[config.mk]
export PLATFORM = sky130hd
export DESIGN_NAME = nbj_target_predictor
export DESIGN_NICKNAME = d
export VERILOG_FILES = /design/src/rtl/nbj_pkg.sv /design/src/rtl/nbj_ras.sv /design/src/rtl/nbj_target_predictor.sv
export SDC_FILE = /design/constraint.sdc
export NUM_CORES = 1
export LEC_CHECK = 0
export ABC_AREA = 1
export CAP_MARGIN = 15
export CELL_PAD_IN_SITES_DETAIL_PLACEMENT = 0
export CELL_PAD_IN_SITES_GLOBAL_PLACEMENT = 1
export CORE_UTILIZATION = 50
export CTS_BUF_LIST = sky130_fd_sc_hd__clkbuf_8
export CTS_CLUSTER_DIAMETER = 80
export DETAILED_ROUTE_END_ITERATION = 7
export PLACE_DENSITY_LB_ADDON = 0.2
export SYNTH_ARGS = -nofsm -noshare
export SYNTH_HDL_FRONTEND = slang
export SYNTH_SLANG_ARGS = --single-unit
[constraint.sdc]
create_clock -name clk -period 7.7 [get_ports clk]
set_clock_uncertainty 0.15 [all_clocks]
set_input_delay 1.54 -clock clk [delete_from_list [all_inputs] [get_ports clk]]
set_output_delay 1.54 -clock clk [all_outputs]
set_load 0.02 [all_outputs]
[src/rtl/nbj_pkg.sv]
// Shared jump-type encodings and the BTB entry layout for the non-branch jump predictor.
// Entry fields are sized for the widest supported build; instances use the low bits.
package nbj_pkg;

  localparam logic [2:0] NBJ_JALR = 3'd3;
  localparam logic [2:0] NBJ_CALL = 3'd4;
  localparam logic [2:0] NBJ_RET  = 3'd5;

  localparam int NBJ_MAX_XLEN  = 64;
  localparam int NBJ_MAX_TAG_W = 32;

  typedef struct packed {
    logic                     valid;
    logic [NBJ_MAX_TAG_W-1:0] tag;
    logic [NBJ_MAX_XLEN-1:0]  target;
  } btb_entry_t;

endpackage

[src/rtl/nbj_ras.sv]
// Circular return-address stack with saturating occupancy and checkpoint restore.
// State updates on the clock edge; top-of-stack read is combinational. No backpressure.
module nbj_ras
  import nbj_pkg::*;
#(
  parameter int XLEN      = 32,
  parameter int RAS_DEPTH = 8
) (
  input  logic                           clk,
  input  logic                           rst,
  input  logic                           push,
  input  logic                           pop,
  input  logic                           restore,
  input  logic [XLEN-1:0]                pushData,
  input  logic [$clog2(RAS_DEPTH)-1:0]   restorePtr,
  input  logic [$clog2(RAS_DEPTH+1)-1:0] restoreCnt,
  output logic [$clog2(RAS_DEPTH)-1:0]   ptr,
  output logic [$clog2(RAS_DEPTH+1)-1:0] cnt,
  output logic [XLEN-1:0]                top
);

  localparam int PW = $clog2(RAS_DEPTH);
  localparam int CW = $clog2(RAS_DEPTH+1);

  logic [XLEN-1:0] stack [RAS_DEPTH];
  logic [PW-1:0]   ptrInc;

  assign ptrInc = ptr + PW'(1);
  assign top    = stack[ptr];

  // A full stack keeps accepting pushes; the oldest slot is simply overwritten.
  always_ff @(posedge clk or negedge rst) begin
    if (!rst) begin
      ptr <= '0;
      cnt <= '0;
      for (int i = 0; i < RAS_DEPTH; i++) stack[i] <= '0;
    end else if (restore) begin
      ptr <= restorePtr;
      cnt <= restoreCnt;
    end else if (push) begin
      ptr           <= ptrInc;
      stack[ptrInc] <= pushData;
      if (cnt != CW'(RAS_DEPTH)) cnt <= cnt + CW'(1);
    end else if (pop && (cnt != '0)) begin
      ptr <= ptr - PW'(1);
      cnt <= cnt - CW'(1);
    end
  end

endmodule

[src/rtl/nbj_target_predictor.sv]
// Next-PC predictor for direct jumps, JALR, CALL and RET using a tagged BTB and a RAS.
// One registered prediction per fire, one cycle later; flush overrides fire. No backpressure.
module nbj_target_predictor
  import nbj_pkg::*;
#(
  parameter int XLEN        = 32,
  parameter int RAS_DEPTH   = 8,
  parameter int BTB_ENTRIES = 16,
  parameter int TAG_W       = 8
) (
  input  logic                           clk,
  input  logic                           rst,
  input  logic                           i_fire,
  input  logic [2:0]                     i_type_3,
  input  logic [XLEN-1:0]                i_instPc_32,
  input  logic [XLEN-1:0]                i_linkPc_32,
  input  logic [XLEN-1:0]                i_jaddr_32,
  input  logic                           i_updValid,
  input  logic [XLEN-1:0]                i_updPc_32,
  input  logic [XLEN-1:0]                i_updTarget_32,
  input  logic                           i_flush,
  input  logic [XLEN-1:0]                i_flushPc_32,
  input  logic [$clog2(RAS_DEPTH)-1:0]   i_flushPtr,
  input  logic [$clog2(RAS_DEPTH+1)-1:0] i_flushCnt,
  output logic                           o_valid,
  output logic [XLEN-1:0]                o_nextPc_32,
  output logic [2:0]                     o_type_3,
  output logic                           o_btbHit,
  output logic                           o_rasEmpty,
  output logic                           o_redirect,
  output logic [$clog2(RAS_DEPTH)-1:0]   o_ptr,
  output logic [$clog2(RAS_DEPTH+1)-1:0] o_cnt
);

  localparam int IW = $clog2(BTB_ENTRIES);
  localparam int PW = $clog2(RAS_DEPTH);
  localparam int CW = $clog2(RAS_DEPTH+1);

  btb_entry_t      btbMem [BTB_ENTRIES];
  btb_entry_t      updEnt, lkEnt;
  logic [IW-1:0]   lkIdx, updIdx;
  logic [TAG_W-1:0] lkTag, updTag;
  logic            btbHit, predHit, predEmpty, reqFire, rasPush, rasPop;
  logic [XLEN-1:0] pcPlus4, btbTarget, predPc, rasTop;
  logic [PW-1:0]   rasPtr;
  logic [CW-1:0]   rasCnt;
  logic            unusedBits;

  assign lkIdx  = i_instPc_32[IW+1:2];
  assign lkTag  = i_instPc_32[IW+2+TAG_W-1:IW+2];
  assign updIdx = i_updPc_32[IW+1:2];
  assign updTag = i_updPc_32[IW+2+TAG_W-1:IW+2];

  // Training in the same cycle as a lookup of the same slot is visible immediately.
  always_comb begin
    updEnt        = '0;
    updEnt.valid  = 1'b1;
    updEnt.tag    = NBJ_MAX_TAG_W'(updTag);
    updEnt.target = NBJ_MAX_XLEN'(i_updTarget_32);
    lkEnt         = (i_updValid && (updIdx == lkIdx)) ? updEnt : btbMem[lkIdx];
  end

  assign btbHit     = lkEnt.valid && (lkEnt.tag == NBJ_MAX_TAG_W'(lkTag));
  assign pcPlus4    = i_instPc_32 + XLEN'(4);
  assign btbTarget  = btbHit ? lkEnt.target[XLEN-1:0] : pcPlus4;
  assign unusedBits = ^{i_updPc_32, lkEnt.target};

  always_ff @(posedge clk or negedge rst) begin
    if (!rst) begin
      for (int i = 0; i < BTB_ENTRIES; i++) btbMem[i] <= '0;
    end else if (i_updValid) begin
      btbMem[updIdx] <= updEnt;
    end
  end

  assign reqFire = i_fire && !i_flush;
  assign rasPush = reqFire && (i_type_3 == NBJ_CALL);
  assign rasPop  = reqFire && (i_type_3 == NBJ_RET);

  nbj_ras #(
    .XLEN      (XLEN),
    .RAS_DEPTH (RAS_DEPTH)
  ) u_ras (
    .clk        (clk),
    .rst        (rst),
    .push       (rasPush),
    .pop        (rasPop),
    .restore    (i_flush),
    .pushData   (i_linkPc_32),
    .restorePtr (i_flushPtr),
    .restoreCnt (i_flushCnt),
    .ptr        (rasPtr),
    .cnt        (rasCnt),
    .top        (rasTop)
  );

  // A RET on an empty stack falls back to the indirect-target BTB.
  always_comb begin
    predPc    = i_jaddr_32;
    predHit   = 1'b0;
    predEmpty = 1'b0;
    case (i_type_3)
      NBJ_JALR: begin
        predPc  = btbTarget;
        predHit = btbHit;
      end
      NBJ_RET: begin
        if (rasCnt != '0) begin
          predPc = rasTop;
        end else begin
          predPc    = btbTarget;
          predHit   = btbHit;
          predEmpty = 1'b1;
        end
      end
      default: ;
    endcase
  end

  always_ff @(posedge clk or negedge rst) begin
    if (!rst) begin
      o_valid     <= 1'b0;
      o_nextPc_32 <= '0;
      o_type_3    <= '0;
      o_btbHit    <= 1'b0;
      o_rasEmpty  <= 1'b0;
      o_redirect  <= 1'b0;
      o_ptr       <= '0;
      o_cnt       <= '0;
    end else if (i_flush) begin
      o_valid     <= 1'b1;
      o_nextPc_32 <= i_flushPc_32;
      o_type_3    <= '0;
      o_btbHit    <= 1'b0;
      o_rasEmpty  <= 1'b0;
      o_redirect  <= 1'b1;
      o_ptr       <= rasPtr;
      o_cnt       <= rasCnt;
    end else if (i_fire) begin
      o_valid     <= 1'b1;
      o_nextPc_32 <= predPc;
      o_type_3    <= i_type_3;
      o_btbHit    <= predHit;
      o_rasEmpty  <= predEmpty;
      o_redirect  <= 1'b0;
      o_ptr       <= rasPtr;
      o_cnt       <= rasCnt;
    end else begin
      o_valid <= 1'b0;
    end
  end

endmodule

Word-level counts from Yosys, hierarchy flattened. Cells that the tools add are included.

Register bits: 1861. Bits of input ports: 207. Output and inout port bits: 46.

Add/subtract/negate cells: 5. $lt $le $gt $ge: 6. Eq/ne operators: 7. Mux-type cells: 43. Bitwise gates (word level): 5. Reduce and logical (&&, ||, !) cells: 14.

Operators with widths (count): $bwmux 1552 (1); $bmux 97 s4 (1); $demux 97 s4 (1); $mux 97 (4); $bwmux 256 (1); $mux 32 (7); $bmux 32 s3 (1); $demux 32 s3 (1); $pmux 32 s2 (1); $add 32x3->32 const B (1); $eq 32x8->1 (1); $mux 4 (6); $mux 3 (7); $mux 1 (11); $ge 5x5->1 const B (2); $not 4->5 (2); $ge 4x4->1 const B (2); $logic_and 1x1->1 (8); $not 3->4 (2); $eq 3x3->1 const B (2); $lt 5x1->1 const B (1); $add 4x1->4 const B (1); $eq 4x4->1 (1); $lt 4x1->1 const B (1); other kinds (13) (14).

Longest topological paths before layout.
Depth after elaboration: 12. Mapped depth: 22. Mapped depth without buffers: 20.

Cells and area by module. A second synthesis with hierarchy kept.

Cell total of the unflattened synthesis: 5570. Area total of the unflattened synthesis: 45559.9 µm².

By module, submodules not included: nbj_target_predictor (times used 1, cells each 4164, area an instance 33417.0 µm²); nbj_ras (times used 1, cells each 1406, area an instance 12142.9 µm²).

Least setup slack after synthesis. OpenSTA, ideal clock, no wires.

Kind: input-to-reg. Start point: input i_flush. End point: register u_ras.cnt[3]. Setup time: 0.126 ns. Arrival time: 3.422 ns. Data required time: 7.424 ns. Setup slack: 4.001 ns. Cell stages on the path: 11. Path buffers: 1. Cells stage by stage: buf_2 > inv_2 > nand2_1 > nor4_4 > clkinv_1 > ha_1 > a21oi_1 > o21ai_0 > xnor2_1 > nor2_1 > o22ai_1.

Word-level cells in the longest chain between the ends: 6.

Ends and longest elaborated chain: from (decl) (line nbj_target_predictor.sv:21) `input logic i_flush,`; $logic_not 1->1 (line nbj_target_predictor.sv:76) `assign reqFire = i_fire && !i_flush;`; $logic_and 1x1->1 (line nbj_target_predictor.sv:76); $logic_and 1x1->1 (line nbj_target_predictor.sv:78) `assign rasPop = reqFire && (i_type_3 == NBJ_RET);`; $logic_and 1x1->1 (line nbj_ras.sv:44) `end else if (pop && (cnt != '0)) begin`; $reduce_bool 3->1 (no line); $reduce_and 2->1 (no line); to (signal assigned) (line nbj_ras.sv:39) `cnt <= restoreCnt;`; to (signal assigned) (line nbj_ras.sv:43) `if (cnt != CW'(RAS_DEPTH)) cnt <= cnt + CW'(1);`; to (signal assigned) (line nbj_ras.sv:46) `cnt <= cnt - CW'(1);`; to (decl) (line nbj_ras.sv:18) `output logic [$clog2(RAS_DEPTH+1)-1:0] cnt,`.

Several ways; a longest one is shown, not always the timed one. A chain may end at the register's enable or synchronous reset.

Final worst setup path.
Start point: input i_instPc_32[2]. End point: register o_nextPc_32[27].

Word-level cells in the longest chain between the ends: 12.

Ends and longest elaborated chain: from (decl) (line nbj_target_predictor.sv:15) `input logic [XLEN-1:0] i_instPc_32,`; $not 4->5 (not written as such) (line nbj_target_predictor.sv:60) `lkEnt = (i_updValid && (updIdx == lkIdx)) ? updEnt : btbMem[lkIdx];`; $bmux 97 s4 (line nbj_target_predictor.sv:60); $mux 97 (not written as such) (2 in a row) (line nbj_target_predictor.sv:60); $mux 97 (line nbj_target_predictor.sv:60); $eq 32x8->1 (line nbj_target_predictor.sv:63) `assign btbHit = lkEnt.valid && (lkEnt.tag == NBJ_MAX_TAG_W'(lkTag));`; $logic_and 1x1->1 (line nbj_target_predictor.sv:63); $mux 32 * (line nbj_target_predictor.sv:65) `assign btbTarget = btbHit ? lkEnt.target[XLEN-1:0] : pcPlus4;`; $mux 32 (line nbj_target_predictor.sv:108) `if (rasCnt != '0) begin`; $pmux 32 s2 * (line nbj_target_predictor.sv:102) `case (i_type_3)`; $mux 32 * (line nbj_target_predictor.sv:139) `end else if (i_fire) begin`; $mux 32 * (line nbj_target_predictor.sv:130) `end else if (i_flush) begin`; to (signal assigned) (line nbj_target_predictor.sv:132) `o_nextPc_32 <= i_flushPc_32;`; to (signal assigned) (line nbj_target_predictor.sv:141) `o_nextPc_32 <= predPc;`; to (decl) (line nbj_target_predictor.sv:26) `output logic [XLEN-1:0] o_nextPc_32,`.

Every way passes the cells marked *; elsewhere a longest branch is shown, timed or not. The select of a mux whose other input is x is not followed.

==> impl_metrics.py <==
metrics = {
    "detailed_routing": {
        "drc_errors": 0,
        "dr.pass1.iters": 8,
        "drtIter0Drc": 4064,
        "wl_per_cell_um": 20.9,
        "viasPerCell": 5.68,
        "wl_um": 147000,
        "ant_nets": 0,
        "vias": 40100,
    },
    "yosys": {
        "ys_ff_latch": 965,
        "postSynthAreaPerCell_um2": 7.98,
        "yosysUniqueCellTypes": 45,
        "synth_fp_nets": 5910,
        "yosys.area.top_type": "dfrtp_1",
        "ys_top_cells_by_area": "dfrtp_1 (53%), nand2_1 (14%), o21ai_0 (12%)",
        "synth.yosys.warnings": 0,
        "synth_area_um2": 45400,
        "synth.yosys.seq_area_share": 0.531,
        "yosysTopAreaCellShare": 0.531,
        "syn_inst": 5697,
    },
    "place": {
        "gp_congestion": 0.879,
        "place_ws_ns": 1.30,
        "portBuffers": 232,
        "place_hpwl_um": 84500,
    },
    "grt": {
        "grt_max_degree": 156,
        "grt-ovfl-total": 0,
        "grtUsageTotal": 0.323,
        "grt_antenna_before_repair": 6,
        "grt_pass1_wl_um": 227000,
        "grt_pass1_vias": 37800,
    },
    "worst_setup_path": {
        "worst_ep_arrival_time_ns": 6.15,
        "startpoint": "i_instPc_32[2]",
        "slowest_stage": "buf_8",
        "critPathCaptureType": "flop",
        "crit_family": "buffers and inverters",
        "r2r_setup_slack_ns": 3.75,
        "cp_common_cell": "nand2_1",
        "endpoint": "o_nextPc_32[27]",
        "max_stage_delay_ns": 0.64,
        "cp_num_cells": 19,
        "r2r_cells": 8,
        "worstSetupStartpointType": "input port",
        "timing.rr.start": "u_ras.ptr[1]",
        "worstPathMaxFanout": 134,
        "r2r_end": "u_ras.stack[40]",
        "criticalPathCategory": "in -> reg",
        "path_cells": "buf_8 -> inv_8 -> nand2_1 -> nand2_1 -> nor2_1 -> nand3_4 -> inv_4 -> nand2_1 -> nand3_1 -> nand2_1 -> nor2_2 -> nand3_2 -> buf_4 -> inv_2 -> o21ai_0 -> nand3_1 -> nand2_1 -> nand2_1 -> nand2_1",
        "crit_required_ns": 8.26,
        "crit_buf_inv": 5,
    },
    "power_and_ir_drop": {
        "powerDensity_nw_per_um2": 271,
        "p_leak_nw": 24.4,
        "ir_drop_mv": 0.178,
    },
    "timing": {
        "finalWorstSetupSlack_ns": 2.11,
        "rsz0062_at_grt": "false",
        "finalCritPeriodShare": 0.726,
        "timing.slew.headroom": 0.223,
        "setup_viol": 0,
        "fin_crit_ns": 5.59,
        "setup_tns_ns": 0,
        "worstMarginPinSlew_ns": 1.17,
        "fmax_ghz": 0.179,
        "hold_violations": 0,
        "drv_slew": 0,
    },
    "clock_network": {
        "htree_levels": 4,
        "hold_buffers": 0,
        "post_cts_resize_count": 0,
        "post-cts-setup-buffer-count": 0,
        "root_buffer": "clkbuf_8",
        "numCtsBuffers": 168,
        "clkLatencyLatePin_ns": 0.85,
        "cts_tree": "built",
        "cts_buffer_depth": 3,
        "cts.sinks": 965,
        "clk_pin_slew_worst_paths_ns": 0.06,
    },
    "die": {
        "die_w_um": 303,
        "core_area_um2": 90000,
        "fp.dieArea_um2": 92100,
        "start_util": 0.505,
        "io_pins": 253,
        "rows": 110,
        "die_h_um": 303,
    },
    "finish": {
        "drive_above_1_share": 0.0689,
        "fillers": 8482,
        "final_nets": 5942,
        "area_growth_pct": 14.0,
    },
    "hold_path": {
        "hp-class": "reg -> reg",
    },
    "run_status": {
        "outcome": "completed",
    },
    "flow_run": {
        "maxCapViolCount": 0,
    },
}
==> power breakdown <==
group	switching [mW]	leakage, nW	internal (mW)
Sequential	0.520	12.3	6.11
Combinational	1.56	10.1	0.944
Clock	2.16	2.04	2.74
Total	4.25	24.4	9.80
==> worst min-delay path: cells and delay by family, from the launching register on <==
| kind | cells | cell delay, ns |
|---|---|---|
| buffers and inverters | 1 | 0.05 |
| flip-flops | 1 | 0.32 |
| AND/OR/NAND/NOR | 1 | 0.05 |
==> cell usage after synthesis, drive strengths merged <==
cell / instances
buf: 102
nand3: 354
clkinv: 3
and3: 1
or2: 17
a31oi: 49
fa: 1
a21oi: 276
o22ai: 1
o21ai: 1091
o211ai: 12
nor4: 8
nor3: 13
nor2: 349
o31ai: 11
a211oi: 4
clkbuf: 341
o311ai: 26
a221o: 7
a22oi: 14
a221oi: 9
inv: 284
dfrtp: 965
nand4: 8
xnor2: 6
and2: 1
ha: 5
xor2: 18
nand2: 1656
o221ai: 65
==> layout make-up <==
class / count / area [um2] / area share
timing repair buffer: 305 / 2930 / 0.0566
clock buffer: 233 / 3210 / 0.0619
multi-input combinational: 4002 / 18600 / 0.358
antenna: 8 / 20.0 / 0.000386
sequential: 965 / 24200 / 0.466
inverter: 287 / 1090 / 0.0211
tap: 1176 / 1470 / 0.0284
clock inverter: 71 / 368 / 0.00710
==> routing by layer <==
layer,vias to the layer above,GRT usage,routed length [um]
met5,-,0,0
met2,1488,0.506,67300
met1,19400,0.451,64900
met3,266,0.0568,10600
li1,18900,-,-
met4,0,0.118,4620
==> logic make-up after synthesis <==
| kind of cell | count (synthesis) | synth area share |
|---|---|---|
| XOR/XNOR | 24 | 0.00463 |
| adder cells (fa/ha/maj) | 6 | 0.00182 |
| AO/OA/AOI/OAI | 1565 | 0.185 |
| flip-flops | 965 | 0.531 |
| buffers and inverters | 730 | 0.0634 |
| AND/OR/NAND/NOR | 2407 | 0.214 |
==> per-stage QoR <==
step	instance area, um2	total power, mW	utilization	instances	hold slack [ns]
2_1_floorplan	45400	8.27	-	5697	0.273
3_3_place_gp	48200	9.10	0.535	6730	0.282
3_5_place_dp	48200	9.19	0.536	6733	0.289
4_1_cts	51800	14.1	0.575	7037	0.303
5_1_grt	51800	14.8	0.576	7042	0.322
6_report	51800	14.0	0.576	7047	0.302
==> registers in the layout, summed over array words and instances (netlist names) <==
signal / flops
o_ptr: 3
o_valid: 1
u_ras.ptr: 3
o_rasEmpty: 1
o_nextPc_32: 32
btbMem: 656
o_cnt: 4
o_redirect: 1
u_ras.stack: 256
o_btbHit: 1
o_type_3: 3
u_ras.cnt: 4
==> worst min path at each step <==
stage,start,end,cells after the start
floorplan,btbMem[1260],btbMem[1260],2
global placement,btbMem[290],btbMem[290],2
detailed placement,btbMem[96],btbMem[96],2
CTS,btbMem[290],btbMem[290],2
global route,btbMem[1066],btbMem[1066],2
finish,btbMem[290],btbMem[290],2
==> cell usage in the layout, fill, tap and decap left out, types with 5 or more instances in the layout <==
cell type,netlist,routed
a21oi_1,276,276
a221o_1,7,7
a221oi_1,9,9
a22oi_1,14,14
a31oi_1,49,49
buf_12,0,5
buf_4,11,67
clkbuf_8,0,233
clkdlybuf4s50_1,0,226
clkinv_2,0,9
dfrtp_1,965,963
diode_2,0,8
ha_1,5,5
inv_1,276,324
inv_2,7,10
nand2_1,1652,1645
nand2_2,2,6
nand2_4,2,5
nand3_1,351,343
nand3_4,1,7
nand4_1,7,7
nor2_1,342,336
nor2_2,4,7
nor2_4,3,6
nor3_1,11,10
nor4_1,5,5
o211ai_1,12,12
o21ai_0,1091,1091
o221ai_1,65,65
o311ai_0,26,26
o31ai_1,11,11
or2_2,15,15
xnor2_1,6,6
xor2_1,18,18
No activity file was read; power rests on OpenSTA's default activity.
